--- src/rtl/piece_controller.sv ---
// Falling-tetromino controller: spawns a piece, applies moves and gravity on frame
// events, and reports the four board squares and a one-cycle landing pulse.
module piece_controller #(
  parameter int COLS           = 12,
  parameter int ROWS           = 18,
  parameter int GRAVITY_FRAMES = 30
) (
  input  logic       clk,
  input  logic       reset,
  input  logic       frame_tick,
  input  logic       start,
  input  logic [2:0] piece_type,
  input  logic       key_left,
  input  logic       key_right,
  input  logic       key_down,
  output logic [9:0] blockx1,
  output logic [9:0] blockx2,
  output logic [9:0] blockx3,
  output logic [9:0] blockx4,
  output logic [9:0] blocky1,
  output logic [9:0] blocky2,
  output logic [9:0] blocky3,
  output logic [9:0] blocky4,
  output logic       active,
  output logic       locked,
  output logic [1:0] dbg_state
);

  typedef enum logic [1:0] {IDLE, SPAWN, PLAY, LOCK} state_t;

  localparam int CW = (GRAVITY_FRAMES > 1) ? $clog2(GRAVITY_FRAMES) : 1;
  localparam logic [CW-1:0] CNT_MAX = CW'(GRAVITY_FRAMES - 1);
  localparam logic [9:0] COLS_W = 10'(COLS);
  localparam logic [9:0] ROWS_W = 10'(ROWS);

  state_t          state, state_n;
  logic            frame_q;
  logic            frame_ev;
  logic [9:0]      ax, ay, ax_n, ay_n;
  logic [2:0]      ptype, ptype_n;
  logic [CW-1:0]   cnt, cnt_n;
  logic [7:0]      dxs, dys;
  logic [9:0]      w, h;

  assign frame_ev  = frame_tick & ~frame_q;
  assign dbg_state = state;

  // Offsets are packed square1..square4, two bits each, MSB first.
  always_comb begin
    dxs = 8'd0;
    dys = 8'd0;
    w   = 10'd3;
    h   = 10'd2;
    case (ptype_n)
      3'd0: begin dxs = {2'd0, 2'd1, 2'd2, 2'd3}; dys = 8'd0; w = 10'd4; h = 10'd1; end
      3'd2: begin dxs = {2'd0, 2'd1, 2'd2, 2'd1}; dys = {2'd0, 2'd0, 2'd0, 2'd1}; end
      3'd3: begin dxs = {2'd1, 2'd2, 2'd0, 2'd1}; dys = {2'd0, 2'd0, 2'd1, 2'd1}; end
      3'd4: begin dxs = {2'd0, 2'd1, 2'd1, 2'd2}; dys = {2'd0, 2'd0, 2'd1, 2'd1}; end
      3'd5: begin dxs = {2'd0, 2'd0, 2'd1, 2'd2}; dys = {2'd0, 2'd1, 2'd1, 2'd1}; end
      3'd6: begin dxs = {2'd2, 2'd0, 2'd1, 2'd2}; dys = {2'd0, 2'd1, 2'd1, 2'd1}; end
      default: begin dxs = {2'd0, 2'd1, 2'd0, 2'd1}; dys = {2'd0, 2'd0, 2'd1, 2'd1}; w = 10'd2; end
    endcase
  end

  always_comb begin
    state_n = state;
    ax_n    = ax;
    ay_n    = ay;
    ptype_n = ptype;
    cnt_n   = cnt;
    case (state)
      IDLE: begin
        if (start) begin
          ptype_n = piece_type;
          state_n = SPAWN;
        end
      end
      SPAWN: begin
        ax_n    = 10'd4;
        ay_n    = 10'd0;
        cnt_n   = '0;
        state_n = PLAY;
      end
      PLAY: begin
        if (frame_ev) begin
          if (key_left && !key_right && ax != 10'd0)
            ax_n = ax - 10'd1;
          else if (key_right && !key_left && (ax + w) < COLS_W)
            ax_n = ax + 10'd1;
          if (key_down || cnt == CNT_MAX) begin
            cnt_n = '0;
            if ((ay + h) < ROWS_W) ay_n = ay + 10'd1;
            else                   state_n = LOCK;
          end else begin
            cnt_n = cnt + 1'b1;
          end
        end
      end
      LOCK:    state_n = IDLE;
      default: state_n = IDLE;
    endcase
  end

  always_ff @(posedge clk or posedge reset) begin
    if (reset) begin
      state   <= IDLE;
      frame_q <= 1'b0;
      ax      <= 10'd0;
      ay      <= 10'd0;
      ptype   <= 3'd0;
      cnt     <= '0;
      active  <= 1'b0;
      locked  <= 1'b0;
      blockx1 <= 10'd0;
      blockx2 <= 10'd0;
      blockx3 <= 10'd0;
      blockx4 <= 10'd0;
      blocky1 <= 10'd0;
      blocky2 <= 10'd0;
      blocky3 <= 10'd0;
      blocky4 <= 10'd0;
    end else begin
      state   <= state_n;
      frame_q <= frame_tick;
      ax      <= ax_n;
      ay      <= ay_n;
      ptype   <= ptype_n;
      cnt     <= cnt_n;
      active  <= (state_n == PLAY);
      locked  <= (state_n == LOCK);
      // Squares follow the anchor only while a piece is being placed or moved.
      if (state == SPAWN || state == PLAY) begin
        blockx1 <= ax_n + {8'd0, dxs[7:6]};
        blockx2 <= ax_n + {8'd0, dxs[5:4]};
        blockx3 <= ax_n + {8'd0, dxs[3:2]};
        blockx4 <= ax_n + {8'd0, dxs[1:0]};
        blocky1 <= ay_n + {8'd0, dys[7:6]};
        blocky2 <= ay_n + {8'd0, dys[5:4]};
        blocky3 <= ay_n + {8'd0, dys[3:2]};
        blocky4 <= ay_n + {8'd0, dys[1:0]};
      end
    end
  end

endmodule

--- config.mk ---
export PLATFORM = sky130hd
export DESIGN_NAME = piece_controller
export DESIGN_NICKNAME = d
export VERILOG_FILES = /design/src/rtl/piece_controller.sv
export SDC_FILE = /design/constraint.sdc
export NUM_CORES = 1
export LEC_CHECK = 0
export ABC_AREA = 1
export CAP_MARGIN = 20
export CORE_MARGIN = 2
export CORE_UTILIZATION = 40
export CTS_CLUSTER_DIAMETER = 60
export DETAILED_ROUTE_END_ITERATION = 8
export PLACE_DENSITY = 0.64
export SLEW_MARGIN = 20
export SYNTH_ARGS = -nofsm -noshare
export SYNTH_HDL_FRONTEND = slang
export SYNTH_SLANG_ARGS = --single-unit
--- constraint.sdc ---
create_clock -name clk -period 7.3 [get_ports clk]
set_input_delay 1.825 -clock clk [delete_from_list [all_inputs] [get_ports clk]]
set_output_delay 1.825 -clock clk [all_outputs]
set_load 0.03 [all_outputs]
==> impl_metrics.env, run 1 <==
export IMPL_diodes=0
export IMPL_synth_cells=931
export IMPL_die_height_um=139
export IMPL_cts_resized=0
export IMPL_fin_crit_sh=0.816
export IMPL_status="completed"
export IMPL_tightest_slew_ps=893
export IMPL_finalSetupTns_ps=0
export IMPL_period_minus_slack_ps=5950
export IMPL_worstSetupEndpointType="register"
export IMPL_synth_warning_count=0
export IMPL_fmax_ghz=0.168
export IMPL_ctsHoldBuffers=0
export IMPL_die_w_um=139
export IMPL_worstHoldEndpoint="blockx2[1]"
export IMPL_grt_use_total=0.202
export IMPL_dominantRegCellSynth="dfrtp_1"
export IMPL_die_area_mm2=0.0192
export IMPL_clk_latency_ps=420
export IMPL_maxSlewViolCount=0
export IMPL_min_delay_start="blockx2[1]"
export IMPL_area_growth_syn_to_layout_pct=22.7
export IMPL_grt_max_degree=88
export IMPL_grt_setup_unrepaired="no"
export IMPL_fp_row_count=49
export IMPL_path_class="in2reg"
export IMPL_min_path_cells=2
export IMPL_start_kind="input port"
export IMPL_syn_avg_cell_area_um2=7.78
export IMPL_path_clk_slew_ps=50
export IMPL_cp_max_fo=7
export IMPL_antenna_found_initial=0
export IMPL_grt_pass1_vias=6227
export IMPL_grt_pass1_wl_um=31400
export IMPL_synth_area_mm2=0.00724
export IMPL_ir_worst_vdd_mv=0.351
export IMPL_fin_total_pwr_w=0.00343
export IMPL_hold_class="reg2reg"
export IMPL_synthArstFlopShare=1.00
export IMPL_reg2reg_depth=30
export IMPL_place_gp_congestion=0.898
export IMPL_fin_skew_ps=8.33
export IMPL_drive_gt1_frac=0.123
export IMPL_drc=0
export IMPL_slew_headroom=0.405
export IMPL_htree_levels=4
export IMPL_post_cts_buffers=0
export IMPL_p_leak_nw=4.33
export IMPL_post_drt_wl_per_cell_um=14.7
export IMPL_avgViaCountPerCell=5.06
export IMPL_drt_iter0_drc=439
export IMPL_setup_viol=0
export IMPL_cp_required_ps=7610
export IMPL_synth_nets=972
export IMPL_synth_seq_cells=113
export IMPL_core_area_mm2=0.0178
export IMPL_root_buffer="clkbuf_16"
export IMPL_drt_wl_total_um=18600
export IMPL_cts_tree="built"
export IMPL_overflow=0
export IMPL_initial_core_util=0.406
export IMPL_r2r_slack_ps=2560
export IMPL_nets=1063
export IMPL_ios=94
export IMPL_firstDrtPassIters=5
export IMPL_drv_cap=0
export IMPL_cts_sinks=113
export IMPL_clockBufferDepth=2
export IMPL_hold_viol_final=0
export IMPL_cts_buffers=17
export IMPL_cpPeakStageDelay_ps=570
export IMPL_final_core_util=0.498
export IMPL_ant_nets=0
export IMPL_p_per_area_mw_per_mm2=386
export IMPL_dpl_hpwl_um=13500
export IMPL_vias=6384
export IMPL_synth_seq_area_share=0.390
export IMPL_critical_path_slowest_cell="clkdlybuf4s50_1"
export IMPL_io_buffers=93
export IMPL_ys_types=46
export IMPL_synth_edff_count=0
export IMPL_reg2reg_from="dbg_state[0]"
export IMPL_r2r_end="blockx3[8]"
export IMPL_cp_arrival_ps=6260
[how the worst max path moves through the flow]
stage / depth (start not counted) / startpoint / end / slack (ps)
6_report: 29 / start / blockx3[8] / 1350
3_3_place_gp: 29 / start / blockx3[8] / 1160
3_5_place_dp: 30 / start / blockx3[8] / 1000
4_1_cts: 29 / start / blockx3[8] / 1380
5_1_grt: 29 / start / blockx3[8] / 840
2_1_floorplan: 27 / start / blockx4[8] / 1570
[sequential cells by signal, indices dropped and copies added (netlist names), 3 cells and up]
register,flops
blocky3,10
blockx1,10
ay,10
blocky2,10
ptype,3
blockx4,10
cnt,5
blocky1,10
blocky4,10
ax,10
blockx3,10
blockx2,10
[cells in the final DEF, fill, tap and decap left out, types with 15 or more instances in the layout]
cell type          n
nor2_1            81
nand2_1          263
ha_1              25
nand3_1          100
o21ai_0           28
xor2_1            15
clkbuf_16         17
dfrtp_1          113
nand2_2           23
a21oi_1           24
inv_1             95
clkdlybuf4s50_1   93
[critical path: cells and delay by family]
family | cells | cell delay (ps)
buf+inv | 8 | 1300
fa+ha+maj | 2 | 790
simple gates | 16 | 1530
compound gates | 3 | 790
[metal layers]
metal | vias up | wire (um) | global-route usage
met5 | - | 0 | 0
met4 | 0 | 409 | 0.0720
met3 | 29 | 826 | 0.0432
met2 | 181 | 9080 | 0.337
met1 | 2997 | 8260 | 0.262
li1 | 3177 | - | -
[Yosys cell counts, drive strengths merged, types with 2 or more instances]
cell type	instances	area share
buf	11	0.010
nand2	294	0.17
clkbuf	16	0.018
or2	2	0.0017
nand4	15	0.014
nor2	103	0.076
nor3	16	0.020
nand3	114	0.093
inv	107	0.055
fa	5	0.014
a31oi	13	0.011
clkinv	2	0.0012
o21ai	38	0.029
ha	26	0.045
xor2	15	0.018
xnor2	5	0.0060
a21oi	24	0.017
o22ai	6	0.0060
dfrtp	113	0.39
[area by class of cell]
cell class                 instances  area [um2]
clock buffer                      20         447
fill                            1739        8950
sequential                       113        2830
multi-input combinational        682        3800
timing repair buffer              99         976
inverter                         109         413
clock inverter                    10         138
tap                              229         287
[logic make-up after synthesis]
| family | synth area share |
|---|---|
| buffers and inverters | 0.0850 |
| and+or+nand+nor | 0.374 |
| muxes | 0.00138 |
| DFF | 0.390 |
| AOI/OAI and AO/OA | 0.0661 |
| adders and majority gates | 0.0587 |
| xor gates and xnor gates | 0.0242 |
[stage by stage]
step	worst slack (ps)	std cells	instance area, um2	hold WS (ps)
after CTS	1380	1262	8890	471
final	1350	1262	8890	471
after detailed placement	1000	1232	8310	458
after global routing	840	1262	8890	497
after floorplan	1570	931	7240	496
after global placement	1160	1232	8310	455
[power breakdown]
| group | internal (W) | total [W] | switching, W |
|---|---|---|---|
| Clock | 0.000539 | 0.000832 | 0.000292 |
| Sequential | 0.000772 | 0.000876 | 0.000104 |
| Combinational | 0.000552 | 0.00172 | 0.00117 |
| Total | 0.00186 | 0.00343 | 0.00157 |
(Power assumes the default switching activity.)
==> run 2: changes to the inputs <==
==> constraint.sdc (replaced) <==
create_clock -name clk -period 5.87 [get_ports clk]
set_input_delay 1.4675 -clock clk [delete_from_list [all_inputs] [get_ports clk]]
set_output_delay 1.4675 -clock clk [all_outputs]
set_load 0.03 [all_outputs]
==> impl_metrics.env, run 2 (same netlist as run 1, synthesis figures left out) <==
export IMPL_die_w_um=139
export IMPL_start_kind="input port"
export IMPL_reg2reg_from="dbg_state[0]"
export IMPL_p_sw_w=0.00199
export IMPL_die_height_um=139
export IMPL_final_cell_mix="nand2_1 (263), dfrtp_1 (113), nand3_1 (100)"
export IMPL_htree_levels=4
export IMPL_antenna_found_initial=0
export IMPL_diodes=0
export IMPL_critical_path_slowest_cell="clkdlybuf4s50_1"
export IMPL_ant_nets=0
export IMPL_cts_sinks=113
export IMPL_cts_buffers=17
export IMPL_fin_total_pwr_w=0.00425
export IMPL_path_class="in2reg"
export IMPL_grt_pass1_wl_um=31700
export IMPL_p_per_area_mw_per_mm2=474
export IMPL_hold_class="reg2reg"
export IMPL_fin_skew_ps=7.80
export IMPL_status="completed"
export IMPL_crit_path_end="blockx2[7]"
export IMPL_r2r_end="blockx2[7]"
export IMPL_fmax_ghz=0.186
export IMPL_avgViaCountPerCell=5.00
export IMPL_power_frac_seq=0.255
export IMPL_layout_commonest_cell="nand2_1"
export IMPL_dpl_hpwl_um=13700
export IMPL_slew_headroom=0.466
export IMPL_finalSetupTns_ps=0
export IMPL_die_area_mm2=0.0192
export IMPL_r2r_slack_ps=1280
export IMPL_drive_gt1_frac=0.135
export IMPL_maxSlewViolCount=0
export IMPL_final_cell_count_no_fill=1274
export IMPL_fp_row_count=49
export IMPL_fin_crit_sh=0.915
export IMPL_clk_latency_ps=430
export IMPL_intPower_w=0.00226
export IMPL_ios=94
export IMPL_area_growth_syn_to_layout_pct=23.6
export IMPL_p_leak_nw=4.35
export IMPL_ir_worst_vdd_mv=0.367
export IMPL_post_cts_buffers=0
export IMPL_nets=1073
export IMPL_place_gp_congestion=0.937
export IMPL_hold_viol_final=0
export IMPL_dp_cells=1242
export IMPL_switching_share=0.469
export IMPL_post_drt_wl_per_cell_um=14.6
export IMPL_tightest_slew_ps=801
export IMPL_overflow=0
export IMPL_drc=0
export IMPL_vias=6366
export IMPL_period_minus_slack_ps=5370
export IMPL_reg2reg_depth=34
export IMPL_drt_iter0_drc=455
export IMPL_cp_max_fo=7
export IMPL_drt_wl_total_um=18700
export IMPL_firstDrtPassIters=5
export IMPL_io_buffers=93
export IMPL_grt_setup_unrepaired="no"
export IMPL_cpPeakStageDelay_ps=530
export IMPL_power_frac_clock=0.235
export IMPL_cpMostUsedCell="nand2_1"
export IMPL_setup_viol=0
export IMPL_drv_cap=0
export IMPL_initial_core_util=0.406
export IMPL_cp_required_ps=6190
export IMPL_p_comb_frac=0.510
export IMPL_cp_arrival_ps=5690
export IMPL_ctsHoldBuffers=0
export IMPL_cts_tree="built"
export IMPL_startpoint="start"
export IMPL_grt_max_degree=78
export IMPL_core_area_mm2=0.0178
export IMPL_grt_pass1_vias=6341
export IMPL_hold_ws_ps=466
export IMPL_num_fill_cells=1736
export IMPL_root_buffer="clkbuf_16"
export IMPL_worstSetupEndpointType="register"
export IMPL_final_core_util=0.502
export IMPL_grt_use_total=0.204
export IMPL_path_clk_slew_ps=60
export IMPL_cts_resized=0
export IMPL_clockBufferDepth=2
## run 2: cell types whose count changed in the layout (fill, tap and decap cells not counted), sizes merged
| cell | change |
|---|---|
| clkbuf | -2 |
| buf | +10 |
| clkinvlp | +5 |
| inv | +3 |
| bufinv | -2 |
| clkinv | -2 |
## run 2: how the worst min path moves through the flow
stage / from / endpoint / slack [ps] / cells after the start
2_1_floorplan: ptype[1] / ptype[1] / 500 / 2
3_3_place_gp: blocky4[1] / blocky4[1] / 460 / 2
3_5_place_dp: blockx2[1] / blockx2[1] / 460 / 2
4_1_cts: blockx1[0] / blockx1[0] / 470 / 2
5_1_grt: blockx2[1] / blockx2[1] / 500 / 2
6_report: blockx2[1] / blockx2[1] / 470 / 2
## run 2: metrics by stage
step	area (um2)	setup slack, ps
final	8950	498
after global routing	8950	40.6
after CTS	8950	515
after detailed placement	8380	68.4
after global placement	8380	149
after floorplan	7240	493
## run 2: area by class of cell
cell class	count	area (um2)	share of cell area
Multi-Input combinational cell	682	3800	0.425
Sequential cell	113	2830	0.316
Timing Repair Buffer	109	1050	0.117
Clock buffer	18	439	0.0491
Inverter	109	413	0.0461
Tap cell	229	287	0.0320
Clock inverter	14	131	0.0147
## run 2: worst max-delay path: cells and delay by family
kind,cells,cell delay (ps)
AO/OA/AOI/OAI,3,690
adder cells (fa/ha/maj),2,510
buffers and inverters,7,1100
AND/OR/NAND/NOR,21,1890
## run 2: routing by layer
layer  track usage  part of all wire
met4        0.0784             0.024
met2         0.344              0.48
met1         0.259              0.45
met3        0.0421             0.039
met5             0                 0
## run 2: power by group through the flow
stage | logic, W | registers, W | clock network [W]
after CTS | 0.00219 | 0.00108 | 0.00101
final | 0.00216 | 0.00108 | 0.00100
after floorplan | 0.00133 | 0.00133 | 0
after global placement | 0.00216 | 0.00110 | 0
after global routing | 0.00240 | 0.00111 | 0.00105
after detailed placement | 0.00218 | 0.00110 | 0
==> run 3: changes to the inputs <==
--- a/config.mk
+++ b/config.mk
@@ -11,6 +11,7 @@
 export CORE_UTILIZATION = 40
 export CTS_CLUSTER_DIAMETER = 60
 export DETAILED_ROUTE_END_ITERATION = 8
+export GPL_TIMING_DRIVEN = 0
 export PLACE_DENSITY = 0.64
 export SLEW_MARGIN = 20
 export SYNTH_ARGS = -nofsm -noshare
==> impl_metrics.env, run 3 (same netlist as run 1, synthesis figures left out) <==
export IMPL_status="completed"
export IMPL_hold_viol_final=0
export IMPL_fp_row_count=49
export IMPL_grt_max_degree=79
export IMPL_cp_arrival_ps=5610
export IMPL_cp_max_fo=7
export IMPL_wl_met1_um=8770
export IMPL_grt_setup_unrepaired="no"
export IMPL_ant_nets=0
export IMPL_worst_path_dominant_cell_family="simple AND/OR/NAND/NOR gates"
export IMPL_antenna_found_initial=0
export IMPL_ir_worst_vdd_mv=0.386
export IMPL_final_cell_mix="nand2_1 (263), dfrtp_1 (113), nand3_1 (100)"
export IMPL_overflow=0
export IMPL_clockBufferDepth=2
export IMPL_setup_viol=0
export IMPL_die_height_um=139
export IMPL_wl_met3_um=867
export IMPL_layout_commonest_cell="nand2_1"
export IMPL_die_area_mm2=0.0192
export IMPL_p_leak_nw=4.44
export IMPL_period_minus_slack_ps=5290
export IMPL_diodes=0
export IMPL_slew_headroom=0.274
export IMPL_drc=0
export IMPL_fin_area_mm2=0.00915
export IMPL_path_buf_inv=6
export IMPL_cp_required_ps=6190
export IMPL_initial_core_util=0.406
export IMPL_finalSetupTns_ps=0
export IMPL_vias=6508
export IMPL_hold_class="reg2reg"
export IMPL_cts_sinks=113
export IMPL_place_area_mm2=0.00849
export IMPL_r2r_slack_ps=1140
export IMPL_area_growth_syn_to_layout_pct=26.3
export IMPL_maxSlewViolCount=0
export IMPL_path_clk_slew_ps=60
export IMPL_multiInputGateArea_mm2=0.00383
export IMPL_drt_wl_total_um=19600
export IMPL_grt_pass1_vias=6392
export IMPL_fmax_ghz=0.189
export IMPL_cts_buffers=17
export IMPL_fin_skew_ps=11.0
export IMPL_cp_depth=29
export IMPL_path_class="in2reg"
export IMPL_post_drt_wl_per_cell_um=15.2
export IMPL_drt_iter0_drc=481
export IMPL_dpl_hpwl_um=14800
export IMPL_reg2reg_depth=34
export IMPL_cpMostUsedCell="nand2_1"
export IMPL_cpPeakStageDelay_ps=470
export IMPL_p_per_area_mw_per_mm2=496
export IMPL_cts_tree="built"
export IMPL_die_w_um=139
export IMPL_critical_path_slowest_cell="clkdlybuf4s50_1"
export IMPL_ctsHoldBuffers=0
export IMPL_avgViaCountPerCell=5.05
export IMPL_drv_cap=0
export IMPL_drive_gt1_frac=0.137
export IMPL_clk_latency_ps=430
export IMPL_ff_latch_area_mm2=0.00283
export IMPL_worstSetupEndpointType="register"
export IMPL_firstDrtPassIters=6
export IMPL_start_kind="input port"
export IMPL_fin_crit_sh=0.901
export IMPL_grt_pass1_wl_um=32600
export IMPL_place_gp_congestion=0.916
export IMPL_htree_levels=4
export IMPL_tightest_slew_ps=1090
export IMPL_root_buffer="clkbuf_16"
export IMPL_ios=94
export IMPL_min_path_cells=2
export IMPL_top_layer_used="met4"
export IMPL_grt_use_total=0.213
export IMPL_nets=1087
export IMPL_final_core_util=0.513
export IMPL_fin_total_pwr_w=0.00454
export IMPL_wl_met2_um=9640
export IMPL_core_area_mm2=0.0178
export IMPL_io_buffers=93
export IMPL_num_fill_cells=1739
==> run 3: metal layers <==
metal  vias up  GRT usage
met2       148      0.364
met3        32     0.0407
met5         -          0
met4         0     0.0644
li1       3223          -
met1      3105      0.274
==> run 3: metrics by stage <==
| step | setup WS [ps] | instances | hold WS, ps |
|---|---|---|---|
| 2_1_floorplan | 493 | 931 | 496 |
| 4_1_cts | 134 | 1286 | 473 |
| 5_1_grt | 179 | 1288 | 501 |
| 3_5_place_dp | -901 | 1254 | 461 |
| 3_3_place_gp | -793 | 1253 | 458 |
| 6_report | 579 | 1288 | 468 |
==> run 3: cell type report <==
type                            count  share of cell area
Sequential cell                   113               0.309
Multi-Input combinational cell    682               0.419
Tap cell                          229              0.0313
Buffer                             27              0.0224
Timing Repair Buffer               96               0.107
Clock buffer                       19              0.0484
Clock inverter                     13              0.0175
Inverter                          109              0.0454
==> run 3: final timing paths <==
path | start | end
worst max register to register | dbg_state[0] | blockx2[7]
min in group asynchronous | reset | ax[0]
worst max-delay path | piece_type[0] | blockx2[7]
worst min-delay path | blockx1[0] | blockx1[0]
worst min register to register | blockx1[0] | blockx1[0]
max in group asynchronous | reset | blockx1[2]
==> run 3: power breakdown <==
| group | internal [W] | total [W] | switching (W) |
|---|---|---|---|
| sequential | 0.000959 | 0.00108 | 0.000123 |
| clock | 0.000676 | 0.00107 | 0.000393 |
| combinational | 0.000798 | 0.00239 | 0.00159 |
| total | 0.00243 | 0.00454 | 0.00210 |
==> run 3: timing repair <==
action | CTS | global route
endpoints found under the setup margin | 34 | 36
resized for setup | 3 | 5
pin swaps | 0 | 1
setup buffers | 0 | 2
==> run 3: worst reg2reg max path: cells and delay by family, from the launching register on <==
family,cells,cell delay (ps)
and+or+nand+nor,21,2010
buffers and inverters,7,690
AOI/OAI and AO/OA,3,740
DFF,1,410
adders and majority gates,3,770
